$ cat src/rtl/seq_pattern_detector_if.sv
// Serial data, configuration and match/status bundle for seq_pattern_detector.
// Pure wiring; no latency of its own.
// No backpressure: din_valid only qualifies din, and the detector never stalls the source.
interface seq_pattern_detector_if #(
    parameter int MAX_LEN = 8,
    parameter int CNT_W   = 16
);
    localparam int LEN_W = $clog2(MAX_LEN + 1);

    logic               din;
    logic               din_valid;
    logic               cfg_load;
    logic [MAX_LEN-1:0] cfg_pattern;
    logic [LEN_W-1:0]   cfg_len;
    logic               cfg_overlap;
    logic               clear_count;
    logic               match;
    logic [CNT_W-1:0]   match_count;
    logic               count_sat;
    logic [LEN_W-1:0]   fill;

    // Source side: drives serial data and configuration, observes the results.
    modport master (
        output din, din_valid, cfg_load, cfg_pattern, cfg_len, cfg_overlap, clear_count,
        input  match, match_count, count_sat, fill
    );

    // Detector side.
    modport slave (
        input  din, din_valid, cfg_load, cfg_pattern, cfg_len, cfg_overlap, clear_count,
        output match, match_count, count_sat, fill
    );
endinterface

$ cat src/rtl/seq_pattern_detector.sv
// Runtime-programmable serial bit-pattern detector with overlap mode and saturating match counter.
// Latency: match is registered and pulses the cycle after the edge that samples the final pattern bit.
// No backpressure: every valid bit is consumed on arrival; cfg_load takes priority and discards din.
module seq_pattern_detector #(
    parameter int                 MAX_LEN         = 8,
    parameter int                 CNT_W           = 16,
    parameter logic [MAX_LEN-1:0] DEFAULT_PATTERN = MAX_LEN'('b110),
    parameter int                 DEFAULT_LEN     = 3,
    parameter bit                 DEFAULT_OVERLAP = 1'b1
) (
    input  logic                 clk,
    input  logic                 reset,
    seq_pattern_detector_if.slave bus
);
    localparam int LEN_W = $clog2(MAX_LEN + 1);

    // Only MAX_LEN-1 history bits are kept: the candidate is {history, din}, so the oldest
    // bit of a full MAX_LEN window would never take part in a comparison.
    logic [MAX_LEN-2:0] hist_q,    hist_d;
    logic [MAX_LEN-1:0] pattern_q, pattern_d;
    logic [LEN_W-1:0]   len_q,     len_d;
    logic               overlap_q, overlap_d;
    logic [LEN_W-1:0]   fill_q,    fill_d;
    logic               match_q,   match_d;
    logic [CNT_W-1:0]   count_q,   count_d;

    logic [MAX_LEN-1:0] cand;
    logic [MAX_LEN-1:0] len_mask;
    logic [LEN_W-1:0]   fill_inc;
    logic [LEN_W-1:0]   cfg_len_clamped;
    logic               fill_ok;
    logic               hit;

    // Candidate window, length mask and the match decision for the current sample.
    always_comb begin
        cand     = {hist_q, bus.din};
        len_mask = '0;
        for (int i = 0; i < MAX_LEN; i++) begin
            len_mask[i] = (LEN_W'(i) < len_q);
        end
        fill_ok  = ({1'b0, fill_q} + (LEN_W + 1)'(1)) >= {1'b0, len_q};
        hit      = bus.din_valid && !bus.cfg_load && fill_ok
                   && (((cand ^ pattern_q) & len_mask) == '0);
        fill_inc = (fill_q >= len_q) ? len_q : fill_q + LEN_W'(1);

        if (bus.cfg_len == '0) begin
            cfg_len_clamped = LEN_W'(1);
        end else if (bus.cfg_len > LEN_W'(MAX_LEN)) begin
            cfg_len_clamped = LEN_W'(MAX_LEN);
        end else begin
            cfg_len_clamped = bus.cfg_len;
        end
    end

    // Next-state: configuration load, history shift, fill tracking, match pulse and counter.
    always_comb begin
        pattern_d = pattern_q;
        len_d     = len_q;
        overlap_d = overlap_q;
        hist_d    = hist_q;
        fill_d    = fill_q;
        match_d   = 1'b0;
        count_d   = count_q;

        if (bus.cfg_load) begin
            pattern_d = bus.cfg_pattern;
            len_d     = cfg_len_clamped;
            overlap_d = bus.cfg_overlap;
            hist_d    = '0;
            fill_d    = '0;
        end else if (bus.din_valid) begin
            hist_d = cand[MAX_LEN-2:0];
            fill_d = fill_inc;
            if (hit) begin
                match_d = 1'b1;
                // Non-overlapping mode restarts the count so the next match needs len fresh bits.
                if (!overlap_q) begin
                    fill_d = '0;
                end
            end
        end

        // A coincident clear beats the increment; the match pulse itself is unaffected.
        if (bus.clear_count) begin
            count_d = '0;
        end else if (match_d && !(&count_q)) begin
            count_d = count_q + CNT_W'(1);
        end
    end

    // State registers with synchronous reset back to the default configuration.
    always_ff @(posedge clk) begin
        if (reset) begin
            pattern_q <= DEFAULT_PATTERN;
            len_q     <= LEN_W'(DEFAULT_LEN);
            overlap_q <= DEFAULT_OVERLAP;
            hist_q    <= '0;
            fill_q    <= '0;
            match_q   <= 1'b0;
            count_q   <= '0;
        end else begin
            pattern_q <= pattern_d;
            len_q     <= len_d;
            overlap_q <= overlap_d;
            hist_q    <= hist_d;
            fill_q    <= fill_d;
            match_q   <= match_d;
            count_q   <= count_d;
        end
    end

    assign bus.match       = match_q;
    assign bus.match_count = count_q;
    assign bus.count_sat   = &count_q;
    assign bus.fill        = fill_q;

endmodule

$ cat src/flat_wrapper.sv
// flat-port wrapper written by rule: the top's interface ports become plain ports
module seq_pattern_detector_flat 
#(
    parameter int                 MAX_LEN         = 8,
    parameter int                 CNT_W           = 16,
    parameter logic [MAX_LEN-1:0] DEFAULT_PATTERN = MAX_LEN'('b110),
    parameter int                 DEFAULT_LEN     = 3,
    parameter bit                 DEFAULT_OVERLAP = 1'b1
)
  (clk, reset, bus_din, bus_din_valid, bus_cfg_load, bus_cfg_pattern, bus_cfg_len, bus_cfg_overlap, bus_clear_count, bus_match, bus_match_count, bus_count_sat, bus_fill);
  seq_pattern_detector_if #(.MAX_LEN(MAX_LEN), .CNT_W(CNT_W)) bus_i ();
  input  logic clk;
  input  logic reset;
  input wire logic [$bits(bus_i.din)-1:0] bus_din;
  input wire logic [$bits(bus_i.din_valid)-1:0] bus_din_valid;
  input wire logic [$bits(bus_i.cfg_load)-1:0] bus_cfg_load;
  input wire logic [$bits(bus_i.cfg_pattern)-1:0] bus_cfg_pattern;
  input wire logic [$bits(bus_i.cfg_len)-1:0] bus_cfg_len;
  input wire logic [$bits(bus_i.cfg_overlap)-1:0] bus_cfg_overlap;
  input wire logic [$bits(bus_i.clear_count)-1:0] bus_clear_count;
  output wire logic [$bits(bus_i.match)-1:0] bus_match;
  output wire logic [$bits(bus_i.match_count)-1:0] bus_match_count;
  output wire logic [$bits(bus_i.count_sat)-1:0] bus_count_sat;
  output wire logic [$bits(bus_i.fill)-1:0] bus_fill;
  assign bus_i.din = bus_din;
  assign bus_i.din_valid = bus_din_valid;
  assign bus_i.cfg_load = bus_cfg_load;
  assign bus_i.cfg_pattern = bus_cfg_pattern;
  assign bus_i.cfg_len = bus_cfg_len;
  assign bus_i.cfg_overlap = bus_cfg_overlap;
  assign bus_i.clear_count = bus_clear_count;
  assign bus_match = bus_i.match;
  assign bus_match_count = bus_i.match_count;
  assign bus_count_sat = bus_i.count_sat;
  assign bus_fill = bus_i.fill;
  seq_pattern_detector #(.MAX_LEN(MAX_LEN), .CNT_W(CNT_W), .DEFAULT_PATTERN(DEFAULT_PATTERN), .DEFAULT_LEN(DEFAULT_LEN), .DEFAULT_OVERLAP(DEFAULT_OVERLAP)) u_core (.clk(clk), .reset(reset), .bus(bus_i));
endmodule
$ cat config.mk
export PLATFORM = sky130hd
export DESIGN_NAME = seq_pattern_detector_flat
export DESIGN_NICKNAME = d
export VERILOG_FILES = /design/src/rtl/seq_pattern_detector_if.sv /design/src/rtl/seq_pattern_detector.sv /design/src/flat_wrapper.sv
export SDC_FILE = /design/constraint.sdc
export NUM_CORES = 1
export LEC_CHECK = 0
export ABC_AREA = 0
export CORE_MARGIN = 2
export CORE_UTILIZATION = 47
export DETAILED_ROUTE_END_ITERATION = 10
export PLACE_DENSITY = 0.8
export SLEW_MARGIN = 20
export SYNTH_ARGS = -nofsm -noshare
export SYNTH_HDL_FRONTEND = slang
export SYNTH_SLANG_ARGS = --single-unit
$ cat constraint.sdc
create_clock -name clk -period 2.32 [get_ports clk]
set_input_delay 0.348 -clock clk [delete_from_list [all_inputs] [get_ports clk]]
set_output_delay 0.348 -clock clk [all_outputs]
set_load 0.005 [all_outputs]
# Yosys cells after proc, flatten, opt, wreduce, memory -nomap -nowiden
# Index checks and enable logic that the tools add are counted.
# word_totals
regBits	41
latch_bits	0
ramBits	0
rom_bits	0
in_bits	19
out_inout_bits	22
word_cells	42
n_memories	0
# classes
addsub	3
multipliers	0
n_div	0
n_lt_le_gt_ge	11
n_eq_ne	0
shifts	0
n_mux	8
bitwise	2
n_reduce_logical	11
# ops
operator	count
2-to-1 mux 4 bit	5
adder 16 x 1 -> 16 bit, second input constant	1
< comparator 3 x 4 -> 1 bit, first input constant	4
AND reduction 16 bit	1
bitwise AND 8 bit	1
zero test 8 bit	1
< comparator 1 x 4 -> 1 bit, first input constant	2
< comparator 2 x 4 -> 1 bit, first input constant	2
XOR 8 bit	1
adder 4 x 1 -> 5 bit, second input constant	1
>= comparator 5 x 4 -> 1 bit	1
adder 4 x 1 -> 4 bit, second input constant	1
>= comparator 4 bit	1
> comparator 4 bit, second input constant	1
logical AND 1 bit	4
zero test 4 bit	1
OR reduction 2 bit	2
2-to-1 mux 1 bit	3
zero test 1 bit	2

# Logic depth before layout (Yosys ltp)
# Gate-level depths: netlist of the first run.
# depth
word_depth	8
mapped_depth	10
ltp_nobuf	9

# Least setup slack after synthesis of the first run
# Ideal clock, no wire load.
# synth_timing
path_type	flip-flop to flip-flop
start	register u_core.fill_q[0], in the netlist u_core.bus.fill[0]
end	register u_core.count_q[9], in the netlist u_core.bus.match_count[9]
setup_ns	0.059
arrival_ns	2.255
t_required_ns	2.261
setup_slack_ns	0.006
stages_incl_launch_ff	10
path_buffers	1
period_less_slack_ns	2.314
cell_sequence	dfxtp_1 ha_1 ha_1 a21bo_2 a21oi_1 o22a_1 clkbuf_1 nand3_1 or4_1 nand2_1
# synth_between
elab_chain_len	8
# synth_lines
element	line_no	text
start: declaration	seq_pattern_detector.sv:23	logic [LEN_W-1:0] fill_q, fill_d;
start signal: assignment	seq_pattern_detector.sv:106	fill_q <= fill_d;
adder 4 x 1 -> 5 bit	seq_pattern_detector.sv:41	fill_ok = ({1'b0, fill_q} + (LEN_W + 1)'(1)) >= {1'b0, len_q};
>= comparator 5 x 4 -> 1 bit	seq_pattern_detector.sv:41	
logical AND 1 bit	seq_pattern_detector.sv:42	hit = bus.din_valid && !bus.cfg_load && fill_ok
logical AND 1 bit	seq_pattern_detector.sv:43	&& (((cand ^ pattern_q) & len_mask) == '0);
2-to-1 mux 1 bit	seq_pattern_detector.sv:74	if (hit) begin
2-to-1 mux 1 bit	seq_pattern_detector.sv:71	end else if (bus.din_valid) begin
2-to-1 mux 1 bit	seq_pattern_detector.sv:65	if (bus.cfg_load) begin
logical AND 1 bit	seq_pattern_detector.sv:86	end else if (match_d && !(&count_q)) begin
end signal: assignment	seq_pattern_detector.sv:108	count_q <= count_d;
end: declaration	seq_pattern_detector.sv:25	logic [CNT_W-1:0] count_q, count_d;
# Every way passes these cells.
# A chain may end at the register's enable or synchronous reset.

# Final worst setup path of the first run
# layout_timing
start	register u_core.len_q[0]
end	register u_core.count_q[10], in the netlist u_core.bus.match_count[10]
# layout_between
elab_chain_len	8
word_cells_on_any_way	17
cone_classes	order compare (9); mux (3); bitwise (1); reduce/logical (4)
# layout_lines
element	line_no	text
start: declaration	seq_pattern_detector.sv:21	logic [LEN_W-1:0] len_q, len_d;
start signal: assignment	seq_pattern_detector.sv:95	len_q <= LEN_W'(DEFAULT_LEN);
start signal: assignment	seq_pattern_detector.sv:103	len_q <= len_d;
< comparator 1 x 4 -> 1 bit, or another cell as far along	seq_pattern_detector.sv:39	len_mask[i] = (LEN_W'(i) < len_q);
bitwise AND 8 bit	seq_pattern_detector.sv:43	
zero test 8 bit	seq_pattern_detector.sv:43	
logical AND 1 bit *	seq_pattern_detector.sv:43	
2-to-1 mux 1 bit *	seq_pattern_detector.sv:74	
2-to-1 mux 1 bit *	seq_pattern_detector.sv:71	
2-to-1 mux 1 bit *	seq_pattern_detector.sv:65	
logical AND 1 bit *	seq_pattern_detector.sv:86	
# Mark *: on every way between the ends. The rest lies on a longest branch, timed or not.

==> results of run 1 <==
==> metal layers <==
| metal | vias to the layer above | part of all wire (%) |
|---|---|---|
| met4 | 0 | 2.3 |
| met2 | 115 | 50 |
| met5 | - | 0 |
| met1 | 1042 | 41 |
| met3 | 16 | 6.8 |
| li1 | 1060 | - |
==> repair_timing <==
item                                    4_1_cts  5_1_grt
pin swaps                                     8        7
buffers inserted                              3        0
endpoints found under the setup margin       13       18
cloned                                        1        0
resized for setup                            15       42
==> per-stage QoR <==
step	util [%]	power, W	instances
finish	70.5	0.00164	365
global route	70.5	0.00170	365
CTS	66.6	0.00160	365
detailed placement	62.3	0.000992	353
global placement	62.3	0.000986	353
floorplan	-	0.000893	254
==> synthesized netlist by cell type, drive strengths merged, types with 3 or more instances <==
library cell   n  share of area, %
o21ai         10               2.3
and3           6               1.7
o22ai          4               1.1
and2           4               1.1
a21oi         16               3.6
nand2         14               2.4
o31ai          7               2.4
and4           3               1.2
nand3          7               1.6
buf            5               1.6
or2            4               1.2
a211oi         4               1.4
nor2b          3              0.85
or3            6               1.7
o211ai         3               1.0
nor3           5               1.1
clkbuf        10               1.7
ha            10               5.7
nor2          25               4.2
or4            8               2.9
xnor2          6               2.4
xor2           4               1.6
mux2i         14               6.3
o311ai         3               1.2
nand4          5               1.4
inv            6               1.0
a211o          3               1.2
dfxtp         41                37
mux2           3               1.5
nand3b         3               1.0
==> power breakdown <==
| part | total [W] | switching [W] | internal [W] |
|---|---|---|---|
| Sequential | 0.000740 | 0.0000222 | 0.000717 |
| Clock | 0.000616 | 0.000266 | 0.000350 |
| Combinational | 0.000284 | 0.000143 | 0.000141 |
| Total | 0.00164 | 0.000431 | 0.00121 |
==> flip-flops by register name (all words and copies together), names as in the netlist <==
name                    flops
u_core.bus.fill             4
u_core.bus.match            1
u_core.bus.match_count     16
u_core.hist_q               7
u_core.len_q                4
u_core.overlap_q            1
u_core.pattern_q            8
==> worst paths after layout <==
kind / from / endpoint / slack [ns]
max: u_core.len_q[0]$_SDFFE_PP1P_ / u_core.bus.match_count[10]$_SDFFE_PP0P_ / -0.06
min: bus_din / u_core.hist_q[0]$_SDFFE_PP0P_ / 0.48
max reg2reg: u_core.len_q[0]$_SDFFE_PP1P_ / u_core.bus.match_count[10]$_SDFFE_PP0P_ / -0.06
min reg2reg: u_core.hist_q[6]$_SDFFE_PP0P_ / u_core.hist_q[6]$_SDFFE_PP0P_ / 0.52
==> critical path, delay by kind of cell, from the launching register on <==
family                 cells  cell delay, ns
buffers and inverters      1            0.15
AND/OR/NAND/NOR            4            1.55
AO/OA/AOI/OAI              2            0.26
flip-flops                 1            0.36
==> cell type report <==
type                       count  share of cell area [%]
multi-input combinational    193                    47.2
timing repair buffer          65                    19.2
tap                           52                    2.08
clock inverter                 2                    1.20
inverter                       6                   0.719
sequential                    41                    27.0
clock buffer                   6                    2.63
==> kinds of logic (layout without fill, tap and decap cells) <==
| kind of cell | count (synthesis) | after routing |
|---|---|---|
| adder cells (fa/ha/maj) | 10 | 10 |
| multiplexers | 17 | 17 |
| flip-flops | 41 | 41 |
| AND/OR/NAND/NOR | 96 | 97 |
| AO/OA/AOI/OAI | 59 | 59 |
| buffers and inverters | 21 | 79 |
| XOR/XNOR | 10 | 10 |
==> parameters.txt, run 1 <==
Parameter                              Value

Finish
  Most frequent cells in the layout    sky130_fd_sc_hd__clkdlybuf4s50_1, sky130_fd_sc_hd__dfxtp_1, sky130_fd_sc_hd__nor2_1, sky130_fd_sc_hd__buf_4
  Layout overhead on the synthesized area    41.8%
  Nets    approximately 340
  Area of combinational cells with multiple inputs    1480 um2
  Post-route design area    3130 um2
  Most common library cell in the layout ignoring fill and taps    sky130_fd_sc_hd__clkdlybuf4s50_1
  Register area    ~850 um2
  Ratio of cells with drive above 1 in the final layout    26.2%
  FILL cells    338
  Diode insertion count for antenna repair    0

Die
  I/O pin total    just over 40
  Die boundary width    approximately 73 um
  Die Outline Area    5270 um2
  Effective utilization at floorplan    49.7%
  Area inside the core boundary    4440 um2
  Number of cell rows    24
  Vertical die dimension    72.6 um

Yosys
  Post-synthesis register bit count    41
  Share of the yosys chip area belonging to registers    37.1%
  Largest family of logic cells by synthesized area    simple AND/OR/NAND/NOR gates
  Most used flip-flop cell after synthesis    sky130_fd_sc_hd__dfxtp_1
  Synthesized instance count    about 250
  Synthesized-area fraction occupied by xor and xnor cells    3.96%
  Mean post-synth cell area    8.70 um2
  Adder-cell area share of the yosys netlist    5.66%
  Post-Synthesis Net Count    283
  Mux share of post-synthesis cell area    7.87%
  Share of synthesized cell area in and, or, nand and nor gates    23.3%
  Synthesized-area fraction occupied by ao, oa, aoi and oai cells    17.8%
  Ys Warns    0
  Cell area after technology mapping    2210 um2
  Share of async-settable or async-resettable flops after synthesis    0%
  Number of synthesized flops with an enable pin    0
  Unique cell type count in the Yosys netlist    44

Timing
  Post-route worst setup slack    -0.0564 ns
  Measured slew at the worst slew-check pin    0.574 ns
  Post-route minimum period    2.38 ns
  Final clock skew    0.0129 ns
  Worst hold margin    0.482 ns
  Total count of hold-check failures in the final report    0
  Final setup TNS    -0.301 ns
  Achievable Freq    421 MHz
  Tightest slew margin relative to the limit    61.7%
  Unrepaired setup endpoints after global routing    true
  Final period utilization    102%
  Number of max-slew violations in the final report    0
  Final setup vio count    9

Routing
  Post-route ant nets    0
  Vias    2,233
  Detailed router's first-iteration violation count    264
  Aggregate routed wire length    6180 um
  Pre-antenna DRT Iters    5
  Per-cell via count in the routed design    6.12
  Residual DRC count    0
  Routed wirelength normalized by instance count    16.9 um

Setup path
  Required time at the worst-slack endpoint    between 2 and 3 ns
  R2r worst-path depth    7
  Max stage delay cell, worst path    sky130_fd_sc_hd__or4_4
  Kind of start point of the critical path    register
  Cell-by-cell listing of the critical path    nor4_4 -> o22ai_2 -> or4_4 -> or2_4 -> buf_4 -> or3_1 -> a21oi_2
  Critical path data arrival time    2.62 ns
  CP Max Fanout    8
  Crit path capture type    register
  CP Class    register to register
  Longest individual stage delay on the worst path    0.53 ns

Global routing
  GRT Overall Usage    22.3%
  Maximum number of pins on one net before global-route repair    19
  Layer carrying the most global-route usage    met2
  Global routing usage on met3    6.08%
  Remaining Overflow, GRT    0
  Wire length of the first global-routing pass    9130 um
  Global-route met2 utilization    36.7%
  Met1 Track Usage GR    between 20% and 30%
  Vias in the first global route    1,986
  Initial antenna violation count    0

Hold path
  Class of the most critical hold timing path    input pin to register
  Hold Path Cell Cnt    3

Run status
  Status    complete, but fails checks
  Failing checks    setup timing

Clock tree
  Number of buffers on the longest clock path    2
  Sinks on Clock Net    41
  Hold Buf Count CTS    0
  CTS buffer count    5
  Clock insertion delay at the later pin of the skew report    between 0.3 and 0.4 ns
  CTS tree    done
  Clock root cell    sky130_fd_sc_hd__clkbuf_8
  Clock slew seen by the registers of the worst setup and hold paths    0.09 ns
  H-Tree Level Count    2

Power
  Largest voltage drop on the vdd net    421 uV
  Pwr dens    523 nW/um2
  Pleak    1.19 nW

Placement
  Post-placement cell area    around 2800 um2
  Worst setup timing slack at the placement stage    -0.336 ns
  Final GP Congestion    0.818
  Placed wire-length estimate after detailed placement    slightly below 4000 um
  Number of port buffers    40

Flow run
  Number of max-cap violations    0
No activity file was read; power rests on OpenSTA's default activity.
==> inputs of run 2 (changes only) <==
--- a/config.mk
+++ b/config.mk
@@ -9,7 +9,8 @@
 export CORE_MARGIN = 2
 export CORE_UTILIZATION = 47
 export DETAILED_ROUTE_END_ITERATION = 10
-export PLACE_DENSITY = 0.8
+export HOLD_SLACK_MARGIN = 0.06
+export PLACE_DENSITY = 0.76
 export SLEW_MARGIN = 20
 export SYNTH_ARGS = -nofsm -noshare
 export SYNTH_HDL_FRONTEND = slang
==> parameters.txt, run 2 (synthesis gave the netlist of run 1 again) <==
Parameter                              Value

Clock tree
  CTS buffer count    5 (unchanged)
  CTS tree    done
  Clock root cell    sky130_fd_sc_hd__clkbuf_8
  Hold Buf Count CTS    0 (unchanged)
  Clock slew seen by the registers of the worst setup and hold paths    0.08 ns (about the same)
  Clock insertion delay at the later pin of the skew report    0.30 ns (about the same)
  Number of buffers on the longest clock path    2 (unchanged)
  Sinks on Clock Net    41 (unchanged)
  H-Tree Level Count    2 (unchanged)

Finish
  Most common library cell in the layout ignoring fill and taps    sky130_fd_sc_hd__clkdlybuf4s50_1
  Ratio of cells with drive above 1 in the final layout    23.1% (-3.1 points)
  Register area    837 um2 (-1.0%)
  Area of combinational cells with multiple inputs    1430 um2 (-3.4%)
  FILL cells    345 (+2.1%)
  Post-route core utilization    69.5% (-1.1 points)
  Nets    344 (+0.88%)
  Layout overhead on the synthesized area    39.6%
  Max FFs per register    16 (unchanged)
  Diode insertion count for antenna repair    0 (unchanged)
  Most frequent cells in the layout    sky130_fd_sc_hd__clkdlybuf4s50_1, sky130_fd_sc_hd__dfxtp_1, sky130_fd_sc_hd__buf_4, sky130_fd_sc_hd__nor2_1
  Post-route design area    3090 um2 (-1.5%)

Placement
  Placed wire-length estimate after detailed placement    3880 um (-0.14%)
  Worst setup timing slack at the placement stage    -0.314 ns (+0.0224 ns)
  Number of port buffers    40 (unchanged)
  Post-placement cell area    2790 um2 (+0.81%)
  Final GP Congestion    0.878 (+7.3%)

Setup path
  Crit path capture type    register
  Cell-by-cell listing of the critical path    nor4_4 -> o22ai_1 -> or4_4 -> or2_4 -> buf_4 -> or3_1 -> a21oi_2
  CP Max Fanout    8 (unchanged)
  Longest individual stage delay on the worst path    0.51 ns (-0.02 ns)
  CP Class    register to register
  Required time at the worst-slack endpoint    2.56 ns (about the same)
  Max stage delay cell, worst path    sky130_fd_sc_hd__or4_4
  Kind of start point of the critical path    register
  Critical path data arrival time    2.52 ns (-0.10 ns)

Run status
  Status    complete, no violations

Global routing
  Vias in the first global route    2,011 (+1.3%)
  Initial antenna violation count    0 (unchanged)
  GRT Overall Usage    21.5% (-0.87 points)
  Wire length of the first global-routing pass    8820 um (-3.4%)
  Remaining Overflow, GRT    0 (unchanged)
  Maximum number of pins on one net before global-route repair    17 (-2)

Die
  I/O pin total    41 (unchanged)
  Vertical die dimension    72.6 um (unchanged)
  Effective utilization at floorplan    49.7% (unchanged)
  Die boundary width    72.6 um (unchanged)
  Die Outline Area    5270 um2 (unchanged)
  Number of cell rows    24 (unchanged)
  Area inside the core boundary    4440 um2 (unchanged)

Timing
  Final clock skew    0.00505 ns (-0.00783 ns)
  Final setup TNS    0 ns (+0.301 ns)
  Post-route minimum period    2.28 ns (-0.0960 ns)
  Unrepaired setup endpoints after global routing    true
  Number of max-slew violations in the final report    0 (unchanged)
  Total count of hold-check failures in the final report    0 (unchanged)
  Measured slew at the worst slew-check pin    0.415 ns (-0.160 ns)
  Final period utilization    98.3% (-4.1 points)
  Achievable Freq    439 MHz (+4.2%)
  Tightest slew margin relative to the limit    72.2% (+10 points)
  Post-route worst setup slack    0.0396 ns (+0.0960 ns)
  Final setup vio count    0 (-9)

Routing
  Vias    2,173 (-2.7%)
  Post-route ant nets    0 (unchanged)
  Residual DRC count    0 (unchanged)
  Aggregate routed wire length    5600 um (-9.4%)
  Detailed router's first-iteration violation count    149 (-44%)
  Routed wirelength normalized by instance count    15.2 um (-10%)
  Per-cell via count in the routed design    5.90 (-3.5%)
  Pre-antenna DRT Iters    4 (-1)

Power
  Pleak    1.20 nW (+0.65%)
  Power Total    0.00162 W (-1.4%)
  Switching power of the nets    0.000406 W (-5.6%)
  Largest voltage drop on the vdd net    430 uV (+2.3%)
  Share of total power in sequential cells    45.7% (+0.6 points)
  Clock power frac    37.4% (-0.2 points)
  Pwr dens    524 nW/um2 (+0.15%)
  Switching power share of the total    25.1% (-1.1 points)
  Internal power of the cells    0.00121 W (+0.16%)
  Fraction of power consumed by combinational cells    16.9% (-0.4 points)

Hold path
  Class of the most critical hold timing path    input pin to register

Flow run
  Number of max-cap violations    0 (unchanged)
## run 2: changes by cell type in the layout (fill, tap and decap cells not counted), moves of 2 or more
cell                       change
sky130_fd_sc_hd__buf_4         +6
sky130_fd_sc_hd__buf_6         -3
sky130_fd_sc_hd__dfxtp_2       +2
sky130_fd_sc_hd__dfxtp_4       -3
sky130_fd_sc_hd__nor3_1        +3
sky130_fd_sc_hd__nor3_2        -3
sky130_fd_sc_hd__o311ai_0      +2
sky130_fd_sc_hd__o311ai_1      -2
## run 2: worst paths after layout
kind | from | endpoint | slack [ns] | depth (start not counted)
hold / removal | bus_din | u_core.hist_q[0]$_SDFFE_PP0P_ | 0.40 | 3
setup / recovery | u_core.len_q[2]$_SDFFE_PP0P_ | u_core.bus.match_count[3]$_SDFFE_PP0P_ | 0.04 | 7
setup reg to reg | u_core.len_q[2]$_SDFFE_PP0P_ | u_core.bus.match_count[3]$_SDFFE_PP0P_ | 0.04 | 7
hold reg to reg | u_core.bus.fill[1]$_SDFFE_PP0P_ | u_core.bus.fill[1]$_SDFFE_PP0P_ | 0.52 | 2
## run 2: area by class of cell
type                    count  share of cell area, %
clock buffers               7                   2.80
clock inverters             1                  0.973
inverters                   6                  0.730
multi-input cells         193                   46.3
flip-flops and latches     41                   27.1
well taps                  52                   2.11
repair buffers             68                   20.0
## run 2: critical path: cells and delay by family (launching register included)
kind	cells	cell delay, ns
DFF	1	0.37
buffers and inverters	1	0.17
and+or+nand+nor	4	1.44
AOI/OAI and AO/OA	2	0.23
## run 2: timing repair
action	CTS	global route
gates cloned	0	1
pin swaps	1	12
endpoints found under the setup margin	14	18
buffers inserted	1	2
gates resized for setup	10	27
## run 2: power by group through the flow
stage                     combinational, W  clock (W)  sequential [W]
after floorplan                   0.000143          0        0.000750
after global placement            0.000237          0        0.000754
after detailed placement          0.000244          0        0.000754
after CTS                         0.000253   0.000609        0.000738
after global routing              0.000301   0.000633        0.000742
final                             0.000274   0.000604        0.000739
## run 2: per-layer routing
layer / global-route usage, % / part of all wire (%)
met1: 26.8 / 47
met2: 35.8 / 48
met3: 3.87 / 4.2
met4: 10.3 / 1.4
met5: 0 / 0
## run 2: metrics by stage
stage / cells / hold slack, ns
2_1_floorplan: 254 / 0.470
6_report: 368 / 0.395
4_1_cts: 365 / 0.488
5_1_grt: 368 / 0.437
3_5_place_dp: 356 / 0.495
3_3_place_gp: 356 / 0.492
